[config.mk]
export PLATFORM = sky130hd
export DESIGN_NAME = load_store_unit
export DESIGN_NICKNAME = d
export VERILOG_FILES = /design/src/rtl/load_store_unit.sv
export SDC_FILE = /design/constraint.sdc
export NUM_CORES = 1
export LEC_CHECK = 0
export CORE_MARGIN = 2
export CORE_UTILIZATION = 48
export DETAILED_ROUTE_END_ITERATION = 8
export PLACE_DENSITY = 0.86
export REMOVE_ABC_BUFFERS = 1
export SETUP_SLACK_MARGIN = 0.15
export SYNTH_ARGS = -nofsm -noshare
export SYNTH_HDL_FRONTEND = slang
export SYNTH_SLANG_ARGS = --single-unit
[constraint.sdc]
create_clock -name clk -period 11.2 [get_ports clk]
set_input_delay 1.68 -clock clk [delete_from_list [all_inputs] [get_ports clk]]
set_output_delay 1.68 -clock clk [all_outputs]
set_load 0.005 [all_outputs]
[src/rtl/load_store_unit.sv]
// load_store_unit: one data-memory transaction per accepted load/store,
//   with store lane steering, load extraction/extension and fault reporting.
// Latency: accept -> dmem_req next cycle; ack at edge k -> resp_valid in cycle k+1;
//   a fault pulses fault_valid one cycle after accept with no bus activity.
// Backpressure: req_ready only in IDLE; dmem_req is held until dmem_ack.
// Ports: clk/rst; req_* execute-stage request; dmem_* bus side;
//   resp_* writeback pulse; fault_* fault pulse and held address; busy stall.
module load_store_unit #(
    parameter int ADDR_W = 32,
    parameter int DATA_W = 32
) (
    input  logic              clk,
    input  logic              rst,
    input  logic              req_valid,
    output logic              req_ready,
    input  logic              is_store,
    input  logic [2:0]        funct3,
    input  logic [ADDR_W-1:0] addr,
    input  logic [DATA_W-1:0] wdata,
    input  logic [4:0]        rd_in,
    output logic              dmem_req,
    output logic              dmem_wen,
    output logic [ADDR_W-1:0] dmem_addr,
    output logic [DATA_W-1:0] dmem_wdata,
    output logic [3:0]        dmem_strobe,
    input  logic [DATA_W-1:0] dmem_rdata,
    input  logic              dmem_ack,
    output logic              resp_valid,
    output logic [DATA_W-1:0] resp_data,
    output logic [4:0]        resp_rd,
    output logic              fault_valid,
    output logic              fault_cause,
    output logic [ADDR_W-1:0] fault_addr,
    output logic              busy
);

    typedef enum logic [1:0] {
        S_IDLE  = 2'd0,
        S_BUS   = 2'd1,
        S_RESP  = 2'd2,
        S_FAULT = 2'd3
    } state_t;

    state_t              state_q, state_d;
    logic                is_store_q, is_store_d;
    logic [2:0]          funct3_q, funct3_d;
    logic [ADDR_W-1:0]   addr_q, addr_d;
    logic [DATA_W-1:0]   wdata_q, wdata_d;
    logic [4:0]          rd_q, rd_d;
    logic [DATA_W-1:0]   resp_data_q, resp_data_d;
    logic [4:0]          resp_rd_q, resp_rd_d;
    logic                fault_cause_q, fault_cause_d;
    logic [ADDR_W-1:0]   fault_addr_q, fault_addr_d;

    // Decode of the incoming op, used only at accept time.
    logic illegal_in;
    logic misaligned_in;

    always_comb begin
        if (is_store) begin
            illegal_in = (funct3 > 3'd2);
        end else begin
            illegal_in = (funct3 == 3'd3) || (funct3 == 3'd6) || (funct3 == 3'd7);
        end
        misaligned_in = ((funct3[1:0] == 2'd1) && addr[0]) ||
                        ((funct3[1:0] == 2'd2) && (addr[1:0] != 2'b00));
    end

    // Store lane steering from the registered op.
    logic [3:0]        st_strobe;
    logic [DATA_W-1:0] st_wdata;

    always_comb begin
        case (funct3_q[1:0])
            2'd0: begin
                st_strobe = 4'b0001 << addr_q[1:0];
                st_wdata  = {4{wdata_q[7:0]}};
            end
            2'd1: begin
                st_strobe = addr_q[1] ? 4'b1100 : 4'b0011;
                st_wdata  = {2{wdata_q[15:0]}};
            end
            default: begin
                st_strobe = 4'b1111;
                st_wdata  = wdata_q;
            end
        endcase
    end

    // Load extraction: shift the addressed byte lane down to bit 0 first.
    logic [DATA_W-1:0] ld_shift;
    logic [DATA_W-1:0] ld_ext;

    always_comb begin
        ld_shift = dmem_rdata >> {addr_q[1:0], 3'b000};
        case (funct3_q)
            3'd0:    ld_ext = {{24{ld_shift[7]}}, ld_shift[7:0]};
            3'd1:    ld_ext = {{16{ld_shift[15]}}, ld_shift[15:0]};
            3'd4:    ld_ext = {24'd0, ld_shift[7:0]};
            3'd5:    ld_ext = {16'd0, ld_shift[15:0]};
            default: ld_ext = dmem_rdata;
        endcase
    end

    always_comb begin
        state_d       = state_q;
        is_store_d    = is_store_q;
        funct3_d      = funct3_q;
        addr_d        = addr_q;
        wdata_d       = wdata_q;
        rd_d          = rd_q;
        resp_data_d   = resp_data_q;
        resp_rd_d     = resp_rd_q;
        fault_cause_d = fault_cause_q;
        fault_addr_d  = fault_addr_q;

        case (state_q)
            S_IDLE: begin
                if (req_valid) begin
                    is_store_d = is_store;
                    funct3_d   = funct3;
                    addr_d     = addr;
                    wdata_d    = wdata;
                    rd_d       = rd_in;
                    if (illegal_in || misaligned_in) begin
                        // Illegal takes precedence when both apply.
                        fault_cause_d = illegal_in;
                        fault_addr_d  = addr;
                        state_d       = S_FAULT;
                    end else begin
                        fault_addr_d  = '0;
                        state_d       = S_BUS;
                    end
                end
            end
            S_BUS: begin
                if (dmem_ack) begin
                    resp_data_d = is_store_q ? '0 : ld_ext;
                    resp_rd_d   = is_store_q ? 5'd0 : rd_q;
                    state_d     = S_RESP;
                end
            end
            S_RESP: begin
                // Writeback fields read as zero outside the response pulse.
                resp_data_d = '0;
                resp_rd_d   = 5'd0;
                state_d     = S_IDLE;
            end
            S_FAULT: begin
                state_d = S_IDLE;
            end
            default: begin
                state_d = S_IDLE;
            end
        endcase
    end

    always_ff @(posedge clk or posedge rst) begin
        if (rst) begin
            state_q       <= S_IDLE;
            is_store_q    <= 1'b0;
            funct3_q      <= 3'd0;
            addr_q        <= '0;
            wdata_q       <= '0;
            rd_q          <= 5'd0;
            resp_data_q   <= '0;
            resp_rd_q     <= 5'd0;
            fault_cause_q <= 1'b0;
            fault_addr_q  <= '0;
        end else begin
            state_q       <= state_d;
            is_store_q    <= is_store_d;
            funct3_q      <= funct3_d;
            addr_q        <= addr_d;
            wdata_q       <= wdata_d;
            rd_q          <= rd_d;
            resp_data_q   <= resp_data_d;
            resp_rd_q     <= resp_rd_d;
            fault_cause_q <= fault_cause_d;
            fault_addr_q  <= fault_addr_d;
        end
    end

    // Bus outputs are driven only in BUS, so a reset drops them at once.
    logic in_bus;
    assign in_bus      = (state_q == S_BUS);
    assign req_ready   = (state_q == S_IDLE);
    assign busy        = (state_q != S_IDLE);
    assign dmem_req    = in_bus;
    assign dmem_wen    = in_bus && is_store_q;
    assign dmem_addr   = in_bus ? {addr_q[ADDR_W-1:2], 2'b00} : '0;
    assign dmem_wdata  = (in_bus && is_store_q) ? st_wdata : '0;
    assign dmem_strobe = in_bus ? (is_store_q ? st_strobe : 4'b1111) : 4'b0000;
    assign resp_valid  = (state_q == S_RESP);
    assign resp_data   = resp_data_q;
    assign resp_rd     = resp_rd_q;
    assign fault_valid = (state_q == S_FAULT);
    assign fault_cause = (state_q == S_FAULT) && fault_cause_q;
    assign fault_addr  = fault_addr_q;

endmodule

=== After elaboration in Yosys (flattened, before gate mapping) ===
Cells that the tools add are included.

* $lt $le $gt $ge: 1
* Eq/ne operators: 14
* Shift operators: 2
* Mux-type cells: 20
* Reduce and logical (&&, ||, !) cells: 19

{| class="wikitable"
|+ Operators by type and width
! kind !! number
|-
| $mux 32 || 5
|-
| $pmux 32 s2 || 2
|-
| $pmux 32 s4 || 1
|-
| $shr 32x5->16 || 1
|-
| $eq 3x3->1 const B || 4
|-
| $mux 4 || 3
|-
| $mux 5 || 2
|-
| $pmux 5 s2 || 1
|-
| $pmux 4 s2 || 1
|-
| $eq 2x1->1 const B || 3
|-
| $eq 2x2->1 const B || 3
|-
| $mux 2 || 3
|-
| $pmux 2 s3 || 1
|-
| $reduce_and 2->1 || 3
|-
| $reduce_bool 2->1 || 3
|-
| $logic_and 1x1->1 || 4
|-
| $logic_not 2->1 || 2
|-
| $logic_or 1x1->1 || 4
|-
| $ne 2x2->1 const B || 2
|-
| $shl 1x2->4 const A || 1
|-
| $eq 3x1->1 const B || 1
|-
| $eq 3x2->1 const B || 1
|-
| $gt 3x2->1 const B || 1
|-
| $logic_not 3->1 || 1
|-
| 3 further kinds || 3
|}

* Flip-flop bits (word level): 145
* Input port bits: 109
* Output and inout port bits: 144
* Logic and storage cells: 66

=== Depth between registers and ports, before layout ===
* Depth in word-level cells: 8
* Mapped depth: 7

=== Worst setup path before layout ===
Ideal clock, no wire load.

* Path type: register to output
* Start point: register state_q[1]
* End point: output port dmem_addr[12]
* Arrival time: 1301 ps
* Required time: 9520 ps
* Setup slack: 8219 ps
* Stages on the path, launching flop included: 6
* Path buffers: 2
* Cell sequence: dfrtp_1 > nand2b_2 > inv_2 > clkbuf_1 > clkbuf_1 > and2_1

* Word-level cells in the longest chain between the ends: 2

{| class="wikitable"
|+ RTL lines
! item !! RTL line !! text
|-
| start, declared || 44 || <nowiki>state_t state_q, state_d;</nowiki>
|-
| start signal, assigned || 171 || <nowiki>state_q <= state_d;</nowiki>
|-
| $eq 2x1->1 || 186 || <nowiki>assign in_bus = (state_q == S_BUS);</nowiki>
|-
| $mux 32 || 191 || <nowiki>assign dmem_addr = in_bus ? {addr_q[ADDR_W-1:2], 2'b00} : '0;</nowiki>
|-
| end, declared || 23 || <nowiki>output logic [ADDR_W-1:0] dmem_addr,</nowiki>
|}

No other way between the ends.

=== Worst setup path in the final report ===
* Start point: register state_q[1]
* End point: output port dmem_wdata[15]

* Word-level cells in the longest chain between the ends: 3

{| class="wikitable"
|+ RTL lines
! item !! RTL line !! text
|-
| $eq 2x1->1 || 186 ||
|-
| $logic_and 1x1->1 || 192 || <nowiki>assign dmem_wdata = (in_bus && is_store_q) ? st_wdata : '0;</nowiki>
|-
| $mux 32 || 192 ||
|-
| end, declared || 24 || <nowiki>output logic [DATA_W-1:0] dmem_wdata,</nowiki>
|}

No other way between the ends.

==> metrics.md <==
| Metric | Value |
|---|---|
| Status | `complete, no violations` |
| Pre-CTS setup slack | `6.88 ns` |
| Worst Setup Start Kind | `flop` |
| Main combinational cell family by area after synthesis | `simple AND/OR/NAND/NOR gates` |
| Final WL | `20,400 µm` |
| Minimum clock period after layout | `4.82 ns` |
| CP Cell Sequence | `nand2b_2 -> inv_2 -> nand2_1 -> a21oi_1 -> clkdlybuf4s50_1` |
| Rel. slew slack | `0.254` |
| Placed cells | `1,145` |
| Antenna diode count | `0` |
| Clock-pin slew of the registers on the worst-case setup and hold paths | `0.06 ns` |
| Hold WC Path Type | `flop to flop` |
| Global Route met1 Usage | `0.321` |
| Final antenna-violating net count | `0` |
| Yosys top cell by area | `dfrtp_1` |
| Fmax | `207 MHz` |
| Crit Path Max Fanout | `41` |
| Core Region | `13,800 µm²` |
| Final-report setup violation count | `0` |
| Ys Warns | `0` |
| Detailed Route Iter0 Violations | `415` |
| Die width | `123 µm` |
| IO buf count | `250` |
| Global placer's final weighted congestion | `0.843` |
| Syn Std Cell Area | `6780 µm²` |
| Root Buffer | `clkbuf_16` |
| Clock sink count | `145` |
| Crit share post-route | `0.431` |
| First-pass GRT wire length | `31,800 µm` |
| Post-Synth Adder-Cell Area | `0` |
| Post-synth top cells | `268 x nand2_1, 145 x dfrtp_1, 67 x o21ai_0, 32 x and2_1, 31 x a21oi_1` |
| TritonRoute pass-1 iters | `5` |
| Crit path kind | `flop to primary output` |
| PD cells | `262 nW/µm²` |
| Site row count | `43` |
| P&R area growth vs syn | `46.2%` |
| Register bit count reported by yosys | `145` |
| H-tree depth | `4` |
| Register area share after synthesis | `0.535` |
| GRT Residual Overflow | `0` |
| CTS Buf Count | `17` |
| Total negative slack | `0 ns` |
| Vias in the first global route | `6,280` |
| Synth top area share | `0.535` |
| Average wire per standard cell | `17.3 µm` |
| CP max-delay cell | `nand2_1` |
| Mapped Cells | `761` |
| Post-synth EDFFs | `0` |
| XOR/XNOR Fraction of Synth Area | `0` |
| Post_cts resized | `0` |
| Vias per cell | `5.36` |
| GR Layer Usage met3 | `0.102` |
| Top-count cell post-synth | `nand2_1` |
| Max VDD drop | `0.000160 V` |
| Die area | `15,100 µm²` |
| Main flop type after synthesis | `dfrtp_1` |
| Postcts setup bufs | `0` |
| DRC | `0` |
| GR Layer Usage met2 | `0.457` |
| Hold Buf Count CTS | `0` |
| Post-Synth Simple-Gate Area | `0.232` |
| Hold Fails Final Rpt | `0` |
| Final nets | `1,093` |
| RSZ-0062 raised after global routing | `false` |
| Cell Count, Final, Fillers Out | `1,177` |
| Multi-input gate area | `2900 µm²` |
| Post-synthesis compound-gate area fraction | `0.143` |
| Fillers | `1,041` |
| Starting Density | `0.491` |
| Critical Path RT | `9.52 ns` |
| Detail Placement HPWL | `13,900 µm` |
| Crit path largest cell delay | `0.63 ns` |
| Synth async-reset ratio | `1.00` |
| Clk_skew | `0.00588 ns` |
| Seq. cell area | `3630 µm²` |
| Leakage power | `4.51 nW` |
| GRT Total Usage | `0.276` |
| Detailed-route via count | `6,305` |
| Layout cells sized above 1 | `0.0562` |
| Fin. max-slew vios | `0` |
| Die Span Y | `123 µm` |
| Final worst slack | `6.38 ns` |
| Mean area per synthesized cell | `8.91 µm²` |
| Initial antenna violation count | `0` |
| TritonCTS clock tree | `yes` |
| Critical Path AT | `3.14 ns` |
| MaxCap Viol Count | `0` |
| Num ports | `253` |
| Longest Clk Path Bufs | `2` |
| Largest net degree at the start of global routing | `105` |
| Worst Max-Slew Pin Slew | `1.12 ns` |
| Mux cell area share after synthesis | `0.0502` |
| Ranking of synthesized cells by area | `dfrtp_1 53%, nand2_1 15%, o21ai_0 4.9%` |
| GRT busiest layer | `met2` |
| CP endpoint kind | `primary output` |
| Synth unique cells | `38` |
| Clock latency on the worst-skew pair | `0.41 ns` |
==> final timing paths <==
kind                                   startpoint                   endpoint  slack, ns  cells past startpoint
max                        state_q[1]$_DFFE_PP0P_             dmem_wdata[15]       6.38                      5
min                         addr_q[9]$_DFFE_PP0P_      addr_q[9]$_DFFE_PP0P_       0.46                      2
max reg2reg                 addr_q[0]$_DFFE_PP0P_  resp_data[16]$_DFFE_PP0P_       8.66                      4
min reg2reg                 addr_q[9]$_DFFE_PP0P_      addr_q[9]$_DFFE_PP0P_       0.46                      2
max in group asynchronous                     rst      addr_q[2]$_DFFE_PP0P_       8.13                      3
min in group asynchronous                     rst     addr_q[15]$_DFFE_PP0P_       1.78                      2
==> logic make-up after synthesis <==
| kind of cell | after synthesis |
|---|---|
| and+or+nand+nor | 368 |
| DFF | 145 |
| buffers and inverters | 59 |
| other | 1 |
| AOI/OAI and AO/OA | 155 |
| muxes | 33 |
==> sequential cells by signal (all words and copies together), names as in the netlist <==
signal,count
addr_q,32
fault_addr,32
resp_data,32
wdata_q,32
rd_q,5
resp_rd,5
funct3_q,3
state_q,2
fault_cause_q,1
is_store_q,1
==> worst max-delay path: cells and delay by family, from the launching register on <==
family / cells / cell delay (ns)
AOI/OAI and AO/OA: 1 / 0.37
DFF: 1 / 0.42
and+or+nand+nor: 2 / 0.89
buffers and inverters: 2 / 1.01
==> routing by layer <==
| metal | vias up | routed length, µm |
|---|---|---|
| met5 | - | 0 |
| met4 | 0 | 512 |
| met3 | 44 | 1900 |
| met2 | 272 | 10000 |
| met1 | 3026 | 7960 |
| li1 | 2963 | - |
==> stage by stage <==
step	cell area, µm²	util	hold slack, ns	total power [mW]
6_report	9920	0.717	0.463	2.60
5_1_grt	9920	0.717	0.488	2.78
4_1_cts	9920	0.717	0.469	2.61
3_5_place_dp	9320	0.674	0.454	2.04
3_3_place_gp	9320	0.674	0.449	2.01
2_1_floorplan	6540	-	0.438	1.45
==> layout make-up <==
type                    instances  area share
clock buffers                  23      0.0492
repair buffers                255       0.256
inverters                       7     0.00315
clock inverters                 9      0.0106
flip-flops and latches        145       0.366
well taps                     180      0.0227
multi-input cells             558       0.292
==> power by group <==
group,internal [mW],switching (mW),leakage [nW]
Combinational,0.557,0.545,2.38
Sequential,0.751,0.185,1.85
Clock,0.350,0.211,0.281
Total,1.66,0.942,4.51
==> layout by cell type, fill, tap and decap left out, types with 2 or more instances in the layout <==
master / count
o21ai_0: 67
o21ai_1: 3
nor2_1: 30
bufinv_16: 2
mux2i_1: 25
a22o_1: 21
a32o_1: 2
clkbuf_1: 2
and2_1: 31
dfrtp_1: 144
a22oi_1: 15
a21o_1: 2
o2bb2ai_1: 7
clkinv_2: 3
conb_1: 2
nor2b_1: 5
clkinvlp_4: 4
clkbuf_16: 17
o21bai_1: 2
a21oi_1: 31
mux2_2: 8
nand2_1: 267
clkdlybuf4s50_1: 250
nand2b_1: 17
inv_1: 5
and3_1: 9
clkbuf_8: 4
buf_4: 5
No activity file was read; power rests on OpenSTA's default activity.
